File: config.mk
export PLATFORM = sky130hd
export DESIGN_NAME = uart_rx_deserializer
export DESIGN_NICKNAME = d
export VERILOG_FILES = /design/src/rtl/uart_rx_deserializer_pkg.sv /design/src/rtl/uart_rx_deserializer_baud_tick_gen.sv /design/src/rtl/uart_rx_deserializer.sv
export SDC_FILE = /design/constraint.sdc
export NUM_CORES = 1
export LEC_CHECK = 0
export ABC_AREA = 1
export CAP_MARGIN = 20
export CORE_MARGIN = 2
export CORE_UTILIZATION = 62
export DETAILED_ROUTE_END_ITERATION = 7
export HOLD_SLACK_MARGIN = 0.02
export PLACE_DENSITY_LB_ADDON = 0.05
export SYNTH_ARGS = -nofsm -noshare
export SYNTH_HDL_FRONTEND = slang
export SYNTH_SLANG_ARGS = --single-unit
File: constraint.sdc
create_clock -name i_clock -period 3 [get_ports i_clock]
set_input_delay 0.6 -clock i_clock [delete_from_list [all_inputs] [get_ports i_clock]]
set_output_delay 0.6 -clock i_clock [all_outputs]
set_load 0.02 [all_outputs]
File: src/rtl/uart_rx_deserializer_pkg.sv
// Shared UART definitions: receiver FSM state encodings and oversampling
// constants. The transmit side reuses the same package.
package uart_rx_deserializer_pkg;

    // Receiver FSM states
    typedef enum logic [2:0] {
        ST_IDLE      = 3'd0,
        ST_START     = 3'd1,
        ST_DATA      = 3'd2,
        ST_STOP      = 3'd3,
        ST_WAIT_HIGH = 3'd4
    } rx_state_e;

    // Oversample ticks per bit period
    localparam int UART_OVERSAMPLE = 16;

    // Sample index at the middle of the start bit
    localparam int S_MID_START = 7;

    // Sample index that closes a full bit period
    localparam int S_END_BIT = 15;

endpackage

File: src/rtl/uart_rx_deserializer_baud_tick_gen.sv
// Free-running oversample tick generator: one-cycle o_tick every TICK_DIV clocks.
module baud_tick_gen #(
    parameter int TICK_DIV    = 326,
    parameter int NB_TICK_CNT = 9
) (
    input  logic i_clock,
    input  logic i_reset,
    output logic o_tick
);

    logic [NB_TICK_CNT-1:0] r_cnt;
    logic                   w_tick;

    assign w_tick = (r_cnt == NB_TICK_CNT'(TICK_DIV - 1));
    assign o_tick = w_tick;

    // Divider counter: wraps to zero on the tick cycle, never stalls
    always_ff @(posedge i_clock or negedge i_reset) begin
        if (!i_reset) begin
            r_cnt <= '0;
        end else if (w_tick) begin
            r_cnt <= '0;
        end else begin
            r_cnt <= r_cnt + 1'b1;
        end
    end

endmodule

File: src/rtl/uart_rx_deserializer.sv
// 8N1 UART receiver with 16x oversampling, start-bit validation and
// framing-error detection.
//
// Output handshake: o_rx_done is a one-cycle valid strobe with no ready;
// o_rx_data is valid in that same cycle and holds until the next good frame.
// o_frame_err is a one-cycle strobe, never coincident with o_rx_done.
module uart_rx_deserializer
    import uart_rx_deserializer_pkg::*;
#(
    parameter int NB_DATA     = 8,
    parameter int TICK_DIV    = 326,
    parameter int OVERSAMPLE  = UART_OVERSAMPLE,
    parameter int NB_TICK_CNT = 9
) (
    input  logic               i_clock,
    input  logic               i_reset,
    input  logic               i_rx,
    output logic [NB_DATA-1:0] o_rx_data,
    output logic               o_rx_done,
    output logic               o_frame_err,
    output logic               o_busy
);

    localparam int NB_S = $clog2(OVERSAMPLE);
    localparam int NB_N = (NB_DATA > 1) ? $clog2(NB_DATA) : 1;

    logic               r_rx_meta;
    logic               r_rx_sync;
    logic               w_tick;

    rx_state_e          r_state;
    rx_state_e          w_state_next;
    logic [NB_S-1:0]    r_s;
    logic [NB_S-1:0]    w_s_next;
    logic [NB_N-1:0]    r_n;
    logic [NB_N-1:0]    w_n_next;
    logic [NB_DATA-1:0] r_shift;
    logic [NB_DATA-1:0] w_shift_next;
    logic [NB_DATA-1:0] r_rx_data;
    logic [NB_DATA-1:0] w_rx_data_next;
    logic               r_rx_done;
    logic               w_rx_done_next;
    logic               r_frame_err;
    logic               w_frame_err_next;

    baud_tick_gen #(
        .TICK_DIV    (TICK_DIV),
        .NB_TICK_CNT (NB_TICK_CNT)
    ) u_tick (
        .i_clock (i_clock),
        .i_reset (i_reset),
        .o_tick  (w_tick)
    );

    // Two-flop synchroniser on the asynchronous RX pin, idling high
    always_ff @(posedge i_clock or negedge i_reset) begin
        if (!i_reset) begin
            r_rx_meta <= 1'b1;
            r_rx_sync <= 1'b1;
        end else begin
            r_rx_meta <= i_rx;
            r_rx_sync <= r_rx_meta;
        end
    end

    // FSM state, counters, shift register and output registers
    always_ff @(posedge i_clock or negedge i_reset) begin
        if (!i_reset) begin
            r_state     <= ST_IDLE;
            r_s         <= '0;
            r_n         <= '0;
            r_shift     <= '0;
            r_rx_data   <= '0;
            r_rx_done   <= 1'b0;
            r_frame_err <= 1'b0;
        end else begin
            r_state     <= w_state_next;
            r_s         <= w_s_next;
            r_n         <= w_n_next;
            r_shift     <= w_shift_next;
            r_rx_data   <= w_rx_data_next;
            r_rx_done   <= w_rx_done_next;
            r_frame_err <= w_frame_err_next;
        end
    end

    // Next-state logic: sample counter advances on ticks only
    always_comb begin
        w_state_next     = r_state;
        w_s_next         = r_s;
        w_n_next         = r_n;
        w_shift_next     = r_shift;
        w_rx_data_next   = r_rx_data;
        w_rx_done_next   = 1'b0;
        w_frame_err_next = 1'b0;
        case (r_state)
            ST_IDLE: begin
                if (!r_rx_sync) begin
                    w_state_next = ST_START;
                    w_s_next     = '0;
                end
            end
            ST_START: begin
                if (w_tick) begin
                    if (r_s == NB_S'(S_MID_START)) begin
                        // Line still low at mid start bit: a real frame
                        w_s_next = '0;
                        w_n_next = '0;
                        if (!r_rx_sync) begin
                            w_state_next = ST_DATA;
                        end else begin
                            w_state_next = ST_IDLE;
                        end
                    end else begin
                        w_s_next = r_s + 1'b1;
                    end
                end
            end
            ST_DATA: begin
                if (w_tick) begin
                    if (r_s == NB_S'(S_END_BIT)) begin
                        // LSB arrives first, so new bits enter at the top
                        w_shift_next = {r_rx_sync, r_shift[NB_DATA-1:1]};
                        w_s_next     = '0;
                        if (r_n == NB_N'(NB_DATA - 1)) begin
                            w_state_next = ST_STOP;
                        end else begin
                            w_n_next = r_n + 1'b1;
                        end
                    end else begin
                        w_s_next = r_s + 1'b1;
                    end
                end
            end
            ST_STOP: begin
                if (w_tick) begin
                    if (r_s == NB_S'(S_END_BIT)) begin
                        w_s_next = '0;
                        if (r_rx_sync) begin
                            w_rx_data_next = r_shift;
                            w_rx_done_next = 1'b1;
                            w_state_next   = ST_IDLE;
                        end else begin
                            w_frame_err_next = 1'b1;
                            w_state_next     = ST_WAIT_HIGH;
                        end
                    end else begin
                        w_s_next = r_s + 1'b1;
                    end
                end
            end
            ST_WAIT_HIGH: begin
                // A held-low line must return high before a new frame
                if (r_rx_sync) begin
                    w_state_next = ST_IDLE;
                end
            end
            default: begin
                w_state_next = ST_IDLE;
            end
        endcase
    end

    assign o_rx_data   = r_rx_data;
    assign o_rx_done   = r_rx_done;
    assign o_frame_err = r_frame_err;
    assign o_busy      = (r_state != ST_IDLE);

endmodule

# After elaboration in Yosys (flattened, before gate mapping)
# Index checks and enable logic that the tools add are counted.
# totals
out_inout_bits,11
ramBits,0
rom_bits,0
register_bits,39
latch_bits,0
inputBits,3
word_cells,75
mem_count,0
# op_classes
n_addsub,3
n_reduce_logical,10
n_mul,0
shift,0
n_lt_le_gt_ge,0
div_mod_pow,0
n_bitwise,0
n_eq_ne,19
mux,33
# ops
op,count
$mux W3,15
$mux W4,5
$pmux W3 S5,1
$ne A2 B2 Y1 const B,7
$pmux W4 S3,1
$add A9 B1 Y9 const B,1
$eq A9 B9 Y1 const B,1
$mux W9,1
$reduce_and A9 Y1,1
$mux W1,8
$ne A2 B1 Y1 const B,4
$reduce_and A4 Y1,2
$eq A3 B2 Y1 const B,2
$eq A3 B3 Y1 const B,2
$pmux W3 S2,1
$reduce_and A6 Y1,1
$reduce_bool A3 Y1,2
$add A4 B1 Y4 const B,1
$eq A4 B3 Y1 const B,1
$eq A4 B4 Y1 const B,1
$add A3 B1 Y3 const B,1
$eq A3 B1 Y1 const B,1
$logic_not A3 Y1,1
$reduce_and A3 Y1,1
other kinds (3),3

# Depth between registers and ports, before layout
# Gate-level depths: netlist (run 1).
# depth
ltp_word,5
mapped_depth,10

# Hierarchy
# From an unflattened synthesis (run 1), not the netlist that was laid out.
# hier_totals
cells_unflattened,224
hier_area_um2,1910.6
# by_module_without_submodules
module,seq_area_each_um2,cells_per_inst,n_inst,area_per_inst_um2
uart_rx_deserializer,753.2,160,1,1433.9
baud_tick_gen,225.2,64,1,476.7

# Worst setup path after synthesis (run 1)
# Ideal clock, no wire load.
# synth_timing
kind,flip-flop to flip-flop
from,reg u_tick.r_cnt[1]
to,"reg r_rx_data[6], in the netlist o_rx_data[6]"
t_required_ns,2.882
n_path_buf,1
path_stages_with_launch,11
setup_slack_ns,1.571
setup_time_ns,0.118
arrival_ns,1.311
synth_period_minus_slack_ns,1.429
path_cell_list,dfrtp_1 inv_1 ha_1 nand2_1 nor2_2 nand2_4 nor2_8 nand2_4 buf_6 nand2_2 o21ai_2
# synth_between
elab_chain_len,2
# synth_lines
item,line,text
"start, declared",uart_rx_deserializer_baud_tick_gen.sv:11,logic [NB_TICK_CNT-1:0] r_cnt;
"start signal, assigned",uart_rx_deserializer_baud_tick_gen.sv:24,r_cnt <= r_cnt + 1'b1;
$eq A9 B9 Y1,uart_rx_deserializer_baud_tick_gen.sv:14,assign w_tick = (r_cnt == NB_TICK_CNT'(TICK_DIV - 1));
$reduce_and A4 Y1 (no source line),-,
"end signal, assigned",uart_rx_deserializer.sv:81,r_rx_data <= w_rx_data_next;
"end, declared",uart_rx_deserializer.sv:39,logic [NB_DATA-1:0] r_rx_data;
# No other way between the ends.
# A chain may end at the register's enable or synchronous reset.

# Worst setup path in the final report (run 1)
# layout_timing
from,reg r_state[0]
to,out o_busy
# layout_between
elab_chain_len,1
# layout_lines
item,line,text
"start, declared",uart_rx_deserializer.sv:31,rx_state_e r_state;
"start signal, assigned",uart_rx_deserializer.sv:77,r_state <= w_state_next;
$reduce_bool A3 Y1,uart_rx_deserializer.sv:167,assign o_busy = (r_state != ST_IDLE);
"end, declared",uart_rx_deserializer.sv:21,output logic o_busy
# No other way between the ends.

==> results.md, run 1 <==
- The final weighted congestion of routability-driven global placement is ~0.78.
- CTS built an H-tree with a depth of 2.
- The number of hold violations in the final report is 0.
- Of the cells placed in the final design, the portion with a size suffix greater than 1 is 0.1770.
- The max-slew violation count is 0.
- In the finished design, the share of the clock period the worst path needs comes to 0.7559.
- The highest clock frequency the design can meet is ~440 MHz.
- By area the synthesized netlist is led by dfrtp_1, nand2_1, o21ai_2, inv_1, nand3_1.
- At the later pin of the worst-skew pair, clock insertion delay measures roughly 0.34 ns.
- In this run the core area contains 20 standard-cell rows.
- The gate count of the mapped netlist is 226.
- After clock tree synthesis, the clock-pin slew on the worst setup and hold paths is ~0.10 ns.
- Setup violations remaining at the end of the flow were counted as 0.
- The initial antenna violation count is 0.
- The power per cell area is 363.9 nW/um^2.
- The tightest slew margin relative to the limit is 0.4542.
- In this run the worst path has a maximum fanout of 7.
- The number of gates resized after CTS was 0.
- The share of the synthesized area in the top cell type is 0.4654.
- For this run, design rule violations remaining after detail routing come to 0.
- Port buffering added 13 buffers.
- For this block, the routed nets add up to ~3400 um of wire.
- The via count of the first global-routing pass came to approximately 1400.
- In this run the cell area of the synthesized design comes to approximately 2000 um^2.
- The biggest area contributor in the post-synthesis netlist is dfrtp_1.
- The root buffer cell is clkbuf_4.
- Yosys mapped a number of flops with a built-in enable equal to 0.
- The final-layout worst hold slack is ~0.34 ns.
- The critical path arrival is 1.67 ns.
- By count the netlist is led by nand2_1, dfrtp_1, inv_1.
- The wire length of the first global-routing pass is ~6000 um.
- After synthesis the netlist holds a flip-flop and latch count of 39.
- In the post-synthesis netlist, the cell with the most instances is nand2_1.
- The transition time at the pin with the least slew margin is a little over 0.8 ns.
- The die width is 60.65 um.
- The required time of the worst setup path is ~2.4 ns.
- Counting distinct cell types in the post-synthesis netlist gives 26.
- The peak supply drop is between 0.0003 and 0.0004 V.
- The number of buffers added by the clock tree synthesis step is 5.
- The initial utilization of the core area, before any placement, comes to 0.6516.
- The total via count in the routed design is ~1500.
- By startpoint and endpoint, the worst setup path is classified as flip-flop to output port.
- Relative to the synthesized area, the layout overhead comes to 9.937%.
- Setup slack closes at 0.7323 ns.
- The buffer depth of the longest clock path is 2.
- The kind of capture point of the worst setup path is an output port.
- The average wire per cell in the routed design is about 12 um.
- Counting I/O delays and the setup requirement, the final critical path takes around 2.3 ns.
- After layout, the design draws a total of just under 0.0008 W.
- After the last flow step, the layout net total stands at 250.
- The antenna violation net count after detailed routing is 0.
- The via density per instance is between 5 and 6.
- The net count of the mapped netlist is between 200 and 250.
- The pre-antenna-repair detailed-routing pass consisted of 5 iterations.
- The HPWL after detailed placement is 2512 um.
- TritonCTS built the clock tree.
- The worst slack at placement is approximately 1.1 ns.
- After global routing the overflow that remains totals 0.
- The flow ran to the end, and the final reports show no timing, DRC or antenna violations.
- Of all flip-flops after synthesis, the portion carrying an async set or reset was 1.000.
- The worst setup skew after layout is around 0.0064 ns.
- The mean instance size in the synthesized netlist is between 8 and 9 um^2.
- Clock tree synthesis found a total of 39 sinks.
- The core area is roughly 3000 um^2.
- Setup repair after global routing left no endpoint under its margin.
- For this run, the share of the core covered by cells in the final layout is 0.7164.
- The I/O pin total is 14.
- Entering global routing, the biggest net connects 40 pins.
- The tool flagged a number of max-cap violations equal to 0.
- The class of the tightest hold or removal check is input pin to asynchronous set/reset pin.
- Buffers added to address setup during post-CTS repair amount to 0.
- For the final routed database, the setup TNS stands at 0 ns.
- The die covers about 3700 um^2.
- For this block, the initial DRC count from the detailed router was around 120.
- The reported leakage power is 1.089 nW.
- The height of the die is ~61 um.
- Among all flip-flop cells after synthesis, the most frequent one is dfrtp_1.
- After clock tree synthesis, the flow added hold-fix buffers numbering 0.
- STA classifies the critical path startpoint as a flip-flop.
- In the global route stage, overall resource usage came out at 0.2212.
- The count of warnings emitted by yosys is 0.
- The register area share after synthesis is 0.4918.
- The number of inserted diodes is 0.
[layer usage]
layer	routed length, um	GRT usage	share of wire	up-vias
li1	-	-	-	750
met1	1566	0.2871	0.46	692
met2	1656	0.3548	0.49	30
met3	107	0.04478	0.032	7
met4	62	0.1087	0.018	0
met5	0	0	0	-
[cells by family (layout without fill, tap and decap cells)]
group | Yosys count | count (layout) | share of synthesized area
XOR/XNOR | 4 | 4 | 0.01761
adder cells (fa/ha/maj) | 5 | 5 | 0.03145
AND/OR/NAND/NOR | 118 | 118 | 0.2855
AO/OA/AOI/OAI | 28 | 28 | 0.1044
buffers and inverters | 32 | 49 | 0.06918
flip-flops | 39 | 39 | 0.4918
[per-stage QoR]
stage / instance area (um^2) / instances
after CTS: 2187 / 287
after detailed placement: 2137 / 279
final: 2187 / 287
after floorplan: 1989 / 226
after global placement: 2137 / 279
after global routing: 2187 / 287
[layout by cell type (no fill, tap or decap), types with 2 or more instances in the layout]
cell type,synthesis,final
dfstp_2,2,2
clkbuf_1,0,2
clkbuf_4,0,5
dfrtp_1,37,37
inv_1,25,25
o21ai_2,15,15
o21ai_1,3,3
inv_2,3,3
nand3_1,16,16
nand2_2,5,5
clkdlybuf4s50_1,0,12
nand2_1,58,58
a21oi_1,4,4
nand2_4,3,3
nor2_2,3,3
nand4_1,7,7
ha_1,5,5
xor2_1,3,3
o21ai_0,5,5
nor2_1,21,21
[critical path, stage by stage, from the launching register on]
cell,delay [ns]
dfrtp_1,0.47
nor2_2,0.25
nand2_1,0.07
clkdlybuf4s50_1,0.54
[registers in the layout (all words and copies together), names as in the netlist]
register	flops
o_frame_err	1
o_rx_data	8
o_rx_done	1
r_n	3
r_rx_meta	1
r_rx_sync	1
r_s	4
r_shift	8
r_state	3
u_tick.r_cnt	9
[worst paths after layout]
kind                                              from                endpoint  slack (ns)  cells after the start
max in group asynchronous                      i_reset  r_state[2]$_DFFE_PN0P_        2.14                      1
worst min-delay path                           i_reset      r_s[2]$_DFFE_PN0P_        0.34                      1
min in group i_clock               r_rx_meta$_DFF_PN1_     r_rx_sync$_DFF_PN1_        0.36                      0
worst min register to register     r_rx_meta$_DFF_PN1_     r_rx_sync$_DFF_PN1_        0.36                      0
worst max register to register      r_s[0]$_DFFE_PN0P_  r_state[1]$_DFFE_PN0P_        1.38                      8
worst max-delay path            r_state[0]$_DFFE_PN0P_                  o_busy        0.73                      3
[final cells by class]
type,instances,area (um^2)
clock buffer,7,45.04
clock inverter,1,5.005
fill,254,865.8
inverter,28,105.1
multi-input combinational,155,873.3
sequential,39,978.4
tap,44,55.05
timing repair buffer,13,125.1
[power breakdown]
part | switching [W] | internal (W) | total, W
combinational | 0.0000105 | 0.00000188 | 0.0000124
clock | 0.000163 | 0.0000914 | 0.000255
sequential | 0.000000726 | 0.000528 | 0.000529
total | 0.000175 | 0.000621 | 0.000796
Power figures use the tool's default switching activity.
==> run 2, diff against run 1 <==
--- a/config.mk
+++ b/config.mk
@@ -8,7 +8,7 @@
 export ABC_AREA = 1
 export CAP_MARGIN = 20
 export CORE_MARGIN = 2
-export CORE_UTILIZATION = 62
+export CORE_UTILIZATION = 58
 export DETAILED_ROUTE_END_ITERATION = 7
 export HOLD_SLACK_MARGIN = 0.02
 export PLACE_DENSITY_LB_ADDON = 0.05
==> constraint.sdc (replaced) <==
create_clock -name i_clock -period 2.3 [get_ports i_clock]
set_input_delay 0.46 -clock i_clock [delete_from_list [all_inputs] [get_ports i_clock]]
set_output_delay 0.46 -clock i_clock [all_outputs]
set_load 0.02 [all_outputs]
==> run 2 against run 1 <==
- clock power increased by 96%
- critical endpoint unchanged
- utilization decreased by 4.3 points
- largest power group unchanged
- highest routed layer unchanged
- routed wire length about the same
- sequential share of layout area decreased by 0.85 points
- flip-flop and latch count unchanged
==> results.md, run 2 (synthesis results as in run 1) <==
- The startpoint-to-endpoint class of the critical path is flip-flop to output port.
- The initial antenna violation count is 0 (unchanged).
- In the layout the commonest cells are nand2_1, dfrtp_1, inv_1, nor2_1, nand3_1.
- The smallest clock period supported by the final layout is computed as approximately 2.1 ns.
- The buffer depth of the longest clock path is 2 (unchanged).
- The total power consumption of the routed design is 0.001205 W (+51%).
- The number of hold violations in the final report is 0 (unchanged).
- The max-slew violation count was 0 (unchanged).
- The reported leakage power was 1.109 nW (+1.8%).
- Based on the critical path, the design can be clocked at up to 473.7 MHz.
- The kind of capture point of the worst setup path is an output port.
- The final weighted congestion of routability-driven global placement is 0.9261 (+18%).
- STA classifies the critical path startpoint as a flip-flop.
- The flop-to-flop setup slack is 0.64 ns (-0.74 ns).
- The flow ran to the end, and the final reports show no timing, DRC or antenna violations.
- The number of setup buffers added after CTS is 0 (unchanged).
- The die width is 62.57 um (+3.2%).
- The number of remaining DRC errors is 0 (unchanged).
- The share of post-route cells with drive strength above 1 was 0.1852 (+0.008230).
- The non-filler instance count after layout came to 289 (+0.70%).
- The pin count of the biggest net entering global routing was 40 (unchanged).
- The number of gates given a new drive strength after cts is 0 (unchanged).
- The post-placement cell count was 281 (+0.72%).
- The required time of the worst setup path is 1.84 ns (-0.56 ns).
- The clock slew at the register clock pins of the worst setup and hold paths was 0.13 ns (+0.03 ns).
- The overflow left after global routing is 0 (unchanged).
- The clock sink count is 39 (unchanged).
- The via density per instance is 5.232 (+1.5%).
- The area growth from synthesis to final layout is 12.08%.
- The number of nets at the end of the flow came to 250 (unchanged).
- The clock insertion delay at the later pin of the skew report was 0.35 ns (about the same).
- TritonCTS built the clock tree.
- The full die area came to 3914 um^2 (+6.4%).
- The signal on the critical path passes through nor2_2, nand2_1, clkdlybuf4s50_1.
- The setup violation total in the final timing report is 0 (unchanged).
- The flip-flop count of the largest register, all copies and words added is 9 (unchanged).
- The total via count in the routed design came to 1512 (+2.2%).
- The number of buffers added by the clock tree synthesis step is 5 (unchanged).
- Setup repair after global routing left no endpoint under its margin.
- The setup TNS came to 0 ns (unchanged).
- The total number of H-tree levels is 2 (unchanged).
- The share of the core filled with cells is 0.6735 (-0.04292).
- The register ranked first by flip-flop count is u_tick.r_cnt.
- The number of inserted diodes came to 0 (unchanged).
- The height of the die is 62.57 um (+3.2%).
- The tightest slew margin relative to the limit was 0.4461 (-0.008121).
- The power per cell area is 540.4 nW/um^2 (+49%).
- The transition time at the pin with the least slew margin is 0.8309 ns (+0.01218 ns).
- The top fanout value on the critical path was 7 (unchanged).
- The antenna violation net count after detailed routing is 0 (unchanged).
- The library cell used most frequently in the layout, excluding fill and tap cells, is nand2_1.
- The global-route usage over all layers is 0.2016 (-0.01959).
- The hold-fix buffer count after cts was 0 (unchanged).
- The number of maximum-capacitance constraint violations is 0 (unchanged).
- The violation count after the first detailed-route iteration is 109 (-6.8%).
- The via count of the first global-routing pass is 1468 (+6.3%).
- The I/O pin total was 14 (unchanged).
- The share of the clock period used by the worst path after layout is 0.9178.
- The HPWL after detailed placement is 2451 um (-2.4%).
- The worst setup skew after layout is 0.009368 ns (+0.002957 ns).
- In this run the clock root is driven by a clkbuf_4.
- The filler cell count in the final layout is 272 (+7.1%).
- The peak supply drop came to 0.0003659 V (+13%).
- The total of buffers placed on input and output ports is 13 (unchanged).
- The min-delay analysis places its worst path in the category input pin to asynchronous set/reset pin.
- The critical path's largest stage delay is 0.53 ns (about the same).
- The largest individual stage delay along the critical path comes from the cell clkdlybuf4s50_1.
- The number of rows in the core area was 21 (+5.0%).
- The core area is 3311 um^2 (+8.4%).
- The wire length after detailed routing is 3394 um (about the same).
- The wire length of the first global-routing pass came to 6216 um (+5.2%).
- The average wire per cell in the routed design is 11.74 um (-0.63%).
- The critical path arrival is 1.65 ns (-0.02 ns).
- The starting density of the core came to 0.6009 (-0.05073).
- The length of the first detailed-routing pass in iterations is 4 (-1).
run 2: metal layers:
layer / global-route usage / share of wire / up-vias
met4: 0.1028 / 0.025 / 0
li1: - / - / 756
met5: 0 / 0 / -
met2: 0.3253 / 0.48 / 43
met1: 0.2512 / 0.44 / 707
met3: 0.05225 / 0.055 / 6
run 2: final timing paths:
| kind | start | depth (start not counted) | endpoint |
|---|---|---|---|
| worst min-delay path | i_reset | 1 | r_s[1]$_DFFE_PN0P_ |
| worst max-delay path | r_state[0]$_DFFE_PN0P_ | 3 | o_busy |
| worst min register to register | r_rx_meta$_DFF_PN1_ | 0 | r_rx_sync$_DFF_PN1_ |
| max in group asynchronous | i_reset | 1 | r_shift[7]$_DFFE_PN0P_ |
| min in group i_clock | r_rx_meta$_DFF_PN1_ | 0 | r_rx_sync$_DFF_PN1_ |
| worst max register to register | r_s[1]$_DFFE_PN0P_ | 7 | r_state[2]$_DFFE_PN0P_ |
run 2: critical path, delay by kind of cell (launching register included):
family	cells	cell delay, ns
buf+inv	1	0.53
flops	1	0.48
simple gates	2	0.29
run 2: area by class of cell:
cell class	count	area, um^2	area share
Clock inverter	2	38.79	0.01740
Multi-Input combinational cell	155	873.3	0.3917
Tap cell	46	57.56	0.02581
Timing Repair Buffer	13	125.1	0.05612
Inverter	28	105.1	0.04714
Clock buffer	6	51.30	0.02301
Sequential cell	39	978.4	0.4388
run 2: report_power, final:
part,switching [W],internal [W],total (W)
clock network,0.000236,0.000263,0.000499
logic,0.0000142,0.00000245,0.0000167
registers,0.000000946,0.000689,0.000690
total,0.000251,0.000954,0.00120
run 2: stage by stage:
stage / worst slack [ns] / instance area [um^2] / hold slack, ns
floorplan: 0.8707 / 1989 / 0.1644
global placement: 0.6364 / 2140 / 0.3463
detailed placement: 0.5792 / 2140 / 0.3490
CTS: 0.1715 / 2230 / 0.2160
global route: 0.06832 / 2230 / 0.2664
finish: 0.1891 / 2230 / 0.1896
==> run 3, diff against run 2 <==
--- a/config.mk
+++ b/config.mk
@@ -6,12 +6,12 @@
 export NUM_CORES = 1
 export LEC_CHECK = 0
 export ABC_AREA = 1
-export CAP_MARGIN = 20
 export CORE_MARGIN = 2
 export CORE_UTILIZATION = 58
 export DETAILED_ROUTE_END_ITERATION = 7
 export HOLD_SLACK_MARGIN = 0.02
 export PLACE_DENSITY_LB_ADDON = 0.05
+export SLEW_MARGIN = 20
 export SYNTH_ARGS = -nofsm -noshare
 export SYNTH_HDL_FRONTEND = slang
 export SYNTH_SLANG_ARGS = --single-unit
==> results of run 3 <==
Same layout as run 2: the final DEF is identical, and so are final timing and power.
